### config.mk
export PLATFORM = sky130hd
export DESIGN_NAME = coder_lane_packer
export DESIGN_NICKNAME = d
export VERILOG_FILES = /design/src/rtl/coder_pkg.sv /design/src/rtl/coder_lane_acc.sv /design/src/rtl/coder_lane_packer.sv
export SDC_FILE = /design/constraint.sdc
export NUM_CORES = 1
export LEC_CHECK = 0
export BUFFER_PORTS_ARGS = -buffer_cell sky130_fd_sc_hd__buf_2
export CORE_AREA = 5 5 249 275
export DETAILED_ROUTE_END_ITERATION = 10
export DIE_AREA = 0 0 254 280
export PLACE_DENSITY_LB_ADDON = 0.08
export SETUP_SLACK_MARGIN = 0.15
export SLEW_MARGIN = 10
export SYNTH_ARGS = -nofsm -noshare
export SYNTH_HDL_FRONTEND = slang
export SYNTH_SLANG_ARGS = --single-unit
### constraint.sdc
create_clock -name coder_clk -period 20.6 [get_ports coder_clk]
set_input_delay 2.06 -clock coder_clk [delete_from_list [all_inputs] [get_ports coder_clk]]
set_output_delay 2.06 -clock coder_clk [all_outputs]
set_load 0.01 [all_outputs]
### src/rtl/coder_pkg.sv
// Shared types and helpers for the coder lane packer.
package coder_pkg;

   localparam int LANES_DEF = 8;

   typedef logic [2:0] lane_t;

   typedef enum logic [1:0] {
      RUN     = 2'd0,
      FLUSH   = 2'd1,
      TRAILER = 2'd2
   } state_t;

   // Byte mask for a partial word holding 'count' bytes (count 0 gives the trailer mask).
   function automatic logic [3:0] keep_from_count(input logic [1:0] count);
      case (count)
         2'd1:    return 4'b0001;
         2'd2:    return 4'b0011;
         2'd3:    return 4'b0111;
         default: return 4'b0000;
      endcase
   endfunction

endpackage

### src/rtl/coder_lane_acc.sv
// One lane's byte accumulator: up to three buffered bytes plus a fill count.
// The fourth byte is consumed by the parent directly into its output word,
// so this block only clears itself when that happens.
module coder_lane_acc (
   input  logic        clk,
   input  logic        rst,
   input  logic        we,
   input  logic        clr,
   input  logic [7:0]  data,
   output logic [23:0] acc,
   output logic [1:0]  count,
   output logic        full_word
);

   // Accumulate bytes little-endian; unused bytes are kept at zero so a
   // partial word needs no further masking.
   always_ff @(posedge clk or posedge rst) begin
      if (rst) begin
         acc   <= '0;
         count <= '0;
      end else if (clr) begin
         acc   <= '0;
         count <= '0;
      end else if (we) begin
         if (count == 2'd3) begin
            acc   <= '0;
            count <= '0;
         end else begin
            case (count)
               2'd0:    acc[7:0]   <= data;
               2'd1:    acc[15:8]  <= data;
               default: acc[23:16] <= data;
            endcase
            count <= count + 2'd1;
         end
      end
   end

   // The next byte written to this lane completes a 32-bit word.
   always_comb begin
      full_word = (count == 2'd3);
   end

endmodule

### src/rtl/coder_lane_packer.sv
// Packs the coder's (lane, byte, last) stream into lane-tagged 32-bit words.
// End of stream flushes partial words in lane order, then emits a trailer
// word carrying the stream byte count.
//
// Handshakes: a transfer happens on a rising edge where valid && ready;
// valid never depends on ready, data is held stable while valid && !ready,
// and in_ready is combinational from out_ready so the single output stage
// can refill in the same cycle it is drained.
module coder_lane_packer import coder_pkg::*; #(
   parameter int LANES = LANES_DEF,
   parameter int CNT_W = 32
) (
   input  logic        coder_clk,
   input  logic        coder_rst,
   input  logic        in_valid,
   output logic        in_ready,
   input  logic [7:0]  in_idx,
   input  logic [7:0]  in_byte,
   input  logic        in_last,
   output logic        out_valid,
   input  logic        out_ready,
   output logic [31:0] out_data,
   output logic [3:0]  out_keep,
   output lane_t       out_lane,
   output logic        out_last
);

   localparam int LW = $clog2(LANES);
   typedef logic [LW-1:0] idx_t;

   state_t           state;
   state_t           state_nx;
   idx_t             lane_sel;
   idx_t             flush_lane;
   logic [CNT_W-1:0] byte_cnt;

   logic [23:0]      acc_w [LANES];
   logic [1:0]       cnt_w [LANES];
   logic [LANES-1:0] full_w;
   logic [LANES-1:0] lane_we;
   logic [LANES-1:0] lane_clr;

   logic out_free;
   logic accept;
   logic flush_step;
   logic load_full;
   logic load_part;
   logic load_trl;
   logic unused_idx;

   assign lane_sel   = in_idx[LW-1:0];
   assign unused_idx = ^in_idx;
   assign out_free   = !out_valid || out_ready;

   for (genvar g = 0; g < LANES; g++) begin : g_lane
      coder_lane_acc u_acc (
         .clk       (coder_clk),
         .rst       (coder_rst),
         .we        (lane_we[g]),
         .clr       (lane_clr[g]),
         .data      (in_byte),
         .acc       (acc_w[g]),
         .count     (cnt_w[g]),
         .full_word (full_w[g])
      );
   end

   // State register.
   always_ff @(posedge coder_clk or posedge coder_rst) begin
      if (coder_rst) state <= RUN;
      else           state <= state_nx;
   end

   // Next state: FLUSH and TRAILER only advance while the output stage is free.
   always_comb begin
      state_nx = state;
      case (state)
         RUN:     if (accept && in_last) state_nx = FLUSH;
         FLUSH:   if (out_free && flush_lane == LW'(LANES - 1)) state_nx = TRAILER;
         TRAILER: if (out_free) state_nx = RUN;
         default: state_nx = RUN;
      endcase
   end

   // Per-state controls: input acceptance, lane writes/clears and output loads.
   always_comb begin
      in_ready   = (state == RUN) && out_free && !coder_rst;
      accept     = in_valid && in_ready;
      flush_step = (state == FLUSH) && out_free;
      load_full  = accept && full_w[lane_sel];
      load_part  = flush_step && (cnt_w[flush_lane] != 2'd0);
      load_trl   = (state == TRAILER) && out_free;
      lane_we    = '0;
      lane_clr   = '0;
      if (accept)     lane_we[lane_sel]    = 1'b1;
      if (flush_step) lane_clr[flush_lane] = 1'b1;
   end

   // Output register, flush lane pointer and stream byte counter.
   always_ff @(posedge coder_clk or posedge coder_rst) begin
      if (coder_rst) begin
         out_valid  <= 1'b0;
         out_data   <= '0;
         out_keep   <= '0;
         out_lane   <= '0;
         out_last   <= 1'b0;
         flush_lane <= '0;
         byte_cnt   <= '0;
      end else begin
         if (out_valid && out_ready) out_valid <= 1'b0;

         if (load_full) begin
            out_valid <= 1'b1;
            out_data  <= {in_byte, acc_w[lane_sel]};
            out_keep  <= 4'b1111;
            out_lane  <= lane_t'(lane_sel);
            out_last  <= 1'b0;
         end else if (load_part) begin
            out_valid <= 1'b1;
            out_data  <= {8'h00, acc_w[flush_lane]};
            out_keep  <= keep_from_count(cnt_w[flush_lane]);
            out_lane  <= lane_t'(flush_lane);
            out_last  <= 1'b0;
         end else if (load_trl) begin
            out_valid <= 1'b1;
            out_data  <= 32'(byte_cnt);
            out_keep  <= 4'b0000;
            out_lane  <= '0;
            out_last  <= 1'b1;
         end

         if (accept && in_last) flush_lane <= '0;
         else if (flush_step)   flush_lane <= flush_lane + idx_t'(1);

         if (accept)        byte_cnt <= byte_cnt + CNT_W'(1);
         else if (load_trl) byte_cnt <= '0;
      end
   end

endmodule

==> results.yml <==
clock_network:
  cts_tree: "yes"
  cts_resized: 0
  htreeDepth: 2
  cts_sinks: 286
  root_buffer: "clkbuf_16"
  insertion_delay_ns: 0.55
  clk_path_buf_depth: 3
  ctsHoldBuffers: 0
  post_cts_buffers: 0
  cts_buffers: 36
  clk_pin_slew_ns: 0.06
global_route:
  grt_pass1_vias: 12500
  grt_first_pass_wirelength_mm: 96.0
  grtUsageTotal: 0.188
  grt_max_degree: 102
  grt_antenna_before_repair: 2
  grt_overflow: 0
timing:
  clock.fmax_mhz: 193
  tns_ns: 0
  worst_slew_pin_slew_ns: 1.28
  post-route-period-util: 0.252
  period_needed_ns: 5.18
  slew_viol_final: 0
  rsz0062_at_grt: "no"
  fin_skew_ns: 0.0295
  final-hold-violation-count: 0
  max_slew_margin: 0.146
  setup_viol: 0
floorplan:
  rows: 99
  start_util: 0.247
  core-area_um2: 65700
  dieArea_um2: 71100
  num_io_pins: 63
  die_w_um: 254
  fp.dieH_um: 280
logic_synthesis:
  netlist_top_cells_area: "dfrtp_1, mux2_2, mux4_2"
  synth-seq-area-share: 0.442
  synth_area_leader_cell: "dfrtp_1"
  synth-edff-count: 0
  yosysUniqueCellTypes: 67
  yosys-top-cells-count: "dfrtp_1, mux2_2, nand2_1, mux2i_1, and2_1"
  synth_top_area_frac: 0.442
  yosys_warnings: 0
  ys.flop_type: "dfrtp_1"
  synth-seq-cells: 286
  netlist_area_um2: 16200
  avgSynthCellArea_um2: 11.9
  yosysMostFrequentCell: "dfrtp_1"
  synth_cells: 1364
  async_flop_share: 1.00
  synth.net_count: 1412
placement:
  port_buffers: 57
  gp_congestion: 0.785
  place_inst: 2218
  hpwl_mm: 44.2
  place_area_um2: 17400
critical_path:
  cp-end-kind: "flip-flop"
  critPathArrivalTime_ns: 5.65
  r2r_start: "flush_lane[1]"
  ff2ff_setup_slack_ns: 17.31
  reg2reg_depth: 5
  cp-start-kind: "primary input"
  worst-path-max-fanout: 24
  critical_path_class: "primary input to flip-flop"
  reg2reg_to: "g_lane[2].u_acc.acc[1]"
  required_ns: 21.07
min_path:
  min_delay_worst_endpoint: "out_keep[0]"
  hp-start: "out_keep[0]"
  hp-class: "flip-flop to flip-flop"
  hold_depth: 1
layout:
  fin_area_um2: 18600
  area_growth_pct: 15.0
  final_cells: 2283
  finalNetCount: 1446
  layout-drive-gt1-share: 0.304
  post-route-util: 0.283
  fillers: 6804
detailed_routing:
  wl_per_cell_um: 29.6
  viasPerCell: 5.20
  drcViolationCount: 0
  postRouteWirelength_mm: 67.6
  vias: 11900
  drt.antenna.violating_nets: 0
  drt_iter0_drc: 819
  drt_pass1_iterations: 5
pwr:
  ir_drop_mv: 0.0840
  leakage_nw: 7.93
  power_density_nw_per_um2: 150
run_status:
  status: "finished clean"
job:
  max_cap_viol_count: 0
==> cells by family after synthesis <==
kind of cell               count (synthesis)  synth area share
xor gates and xnor gates                   2           0.00108
buffers and inverters                    125            0.0361
AOI/OAI and AO/OA                        256             0.123
DFF                                      286             0.442
muxes                                    355             0.278
adders and majority gates                 27            0.0209
and+or+nand+nor                          313            0.0989
==> final cells by class <==
class	count	area, um^2	area share
Antenna cell	1	2.50	0.000134
Clock buffer	55	1120	0.0604
Clock inverter	9	123	0.00659
Inverter	32	128	0.00686
Multi-Input combinational cell	953	8470	0.455
Sequential cell	286	7160	0.385
Tap cell	858	1070	0.0577
Timing Repair Buffer	89	528	0.0284
==> sequential cells by signal (all words and copies together) (netlist names) <==
name,flops
g_lane.u_acc.acc,192
byte_cnt,32
out_data,32
g_lane.u_acc.count,16
out_keep,4
flush_lane,3
out_lane,3
state,2
out_last,1
out_valid,1
==> per-stage QoR <==
step	total power, mW	hold WS, ns	setup slack (ns)
global placement	2.11	0.456	14.72
global route	2.94	0.499	15.22
detailed placement	2.13	0.466	14.68
floorplan	1.72	0.445	10.65
finish	2.79	0.473	15.42
CTS	2.82	0.480	15.27
==> critical path: stages <==
cell and delay [ns]:
buf_2 0.61, buf_4 0.44, mux2i_1 0.18, mux4_2 0.70, nor2_2 0.53, buf_4 0.43, a22oi_1 0.39, a2bb2oi_1 0.25
==> routing by layer <==
layer	vias up	share of wire	GRT usage	wire length, um
met2	331	0.51	0.336	34500
met3	116	0.043	0.0282	2910
met4	2	0.036	0.0607	2430
li1	5202	-	-	-
met5	-	0.00019	0	13
met1	6232	0.41	0.233	27700
==> layout by cell type (no fill, tap or decap), types with 14 or more instances in the layout <==
cell and instances:
a2bb2oi_1 23, and2_1 72, buf_4 33, mux2i_1 92
mux4_2 53, mux2_2 190, clkbuf_16 37, dfrtp_1 284
inv_1 28, ha_1 27, nand2_1 117, mux2_1 18
nand3_1 25, a22oi_1 58, a221oi_1 14, nand4_1 15
buf_2 56, a21oi_1 20, o21ai_0 23, o211ai_1 27
nor2_1 28
==> worst max path at each step <==
stage                    from  slack, ns                       to
floorplan           coder_rst      10.65              byte_cnt[0]
global placement    in_idx[1]      14.72              out_data[4]
detailed placement  in_idx[1]      14.68              out_data[4]
CTS                 in_idx[1]      15.27              out_data[4]
global route        coder_rst      15.22  g_lane[7].u_acc.acc[14]
finish              in_idx[1]      15.42              out_data[4]
==> power by group <==
group | internal, mW | switching, mW | total, mW | leakage (nW)
Clock | 0.412 | 0.264 | 0.676 | 0.617
Combinational | 0.514 | 0.607 | 1.12 | 3.64
Sequential | 0.786 | 0.206 | 0.991 | 3.67
Total | 1.71 | 1.08 | 2.79 | 7.93
(Power assumes the default switching activity.)
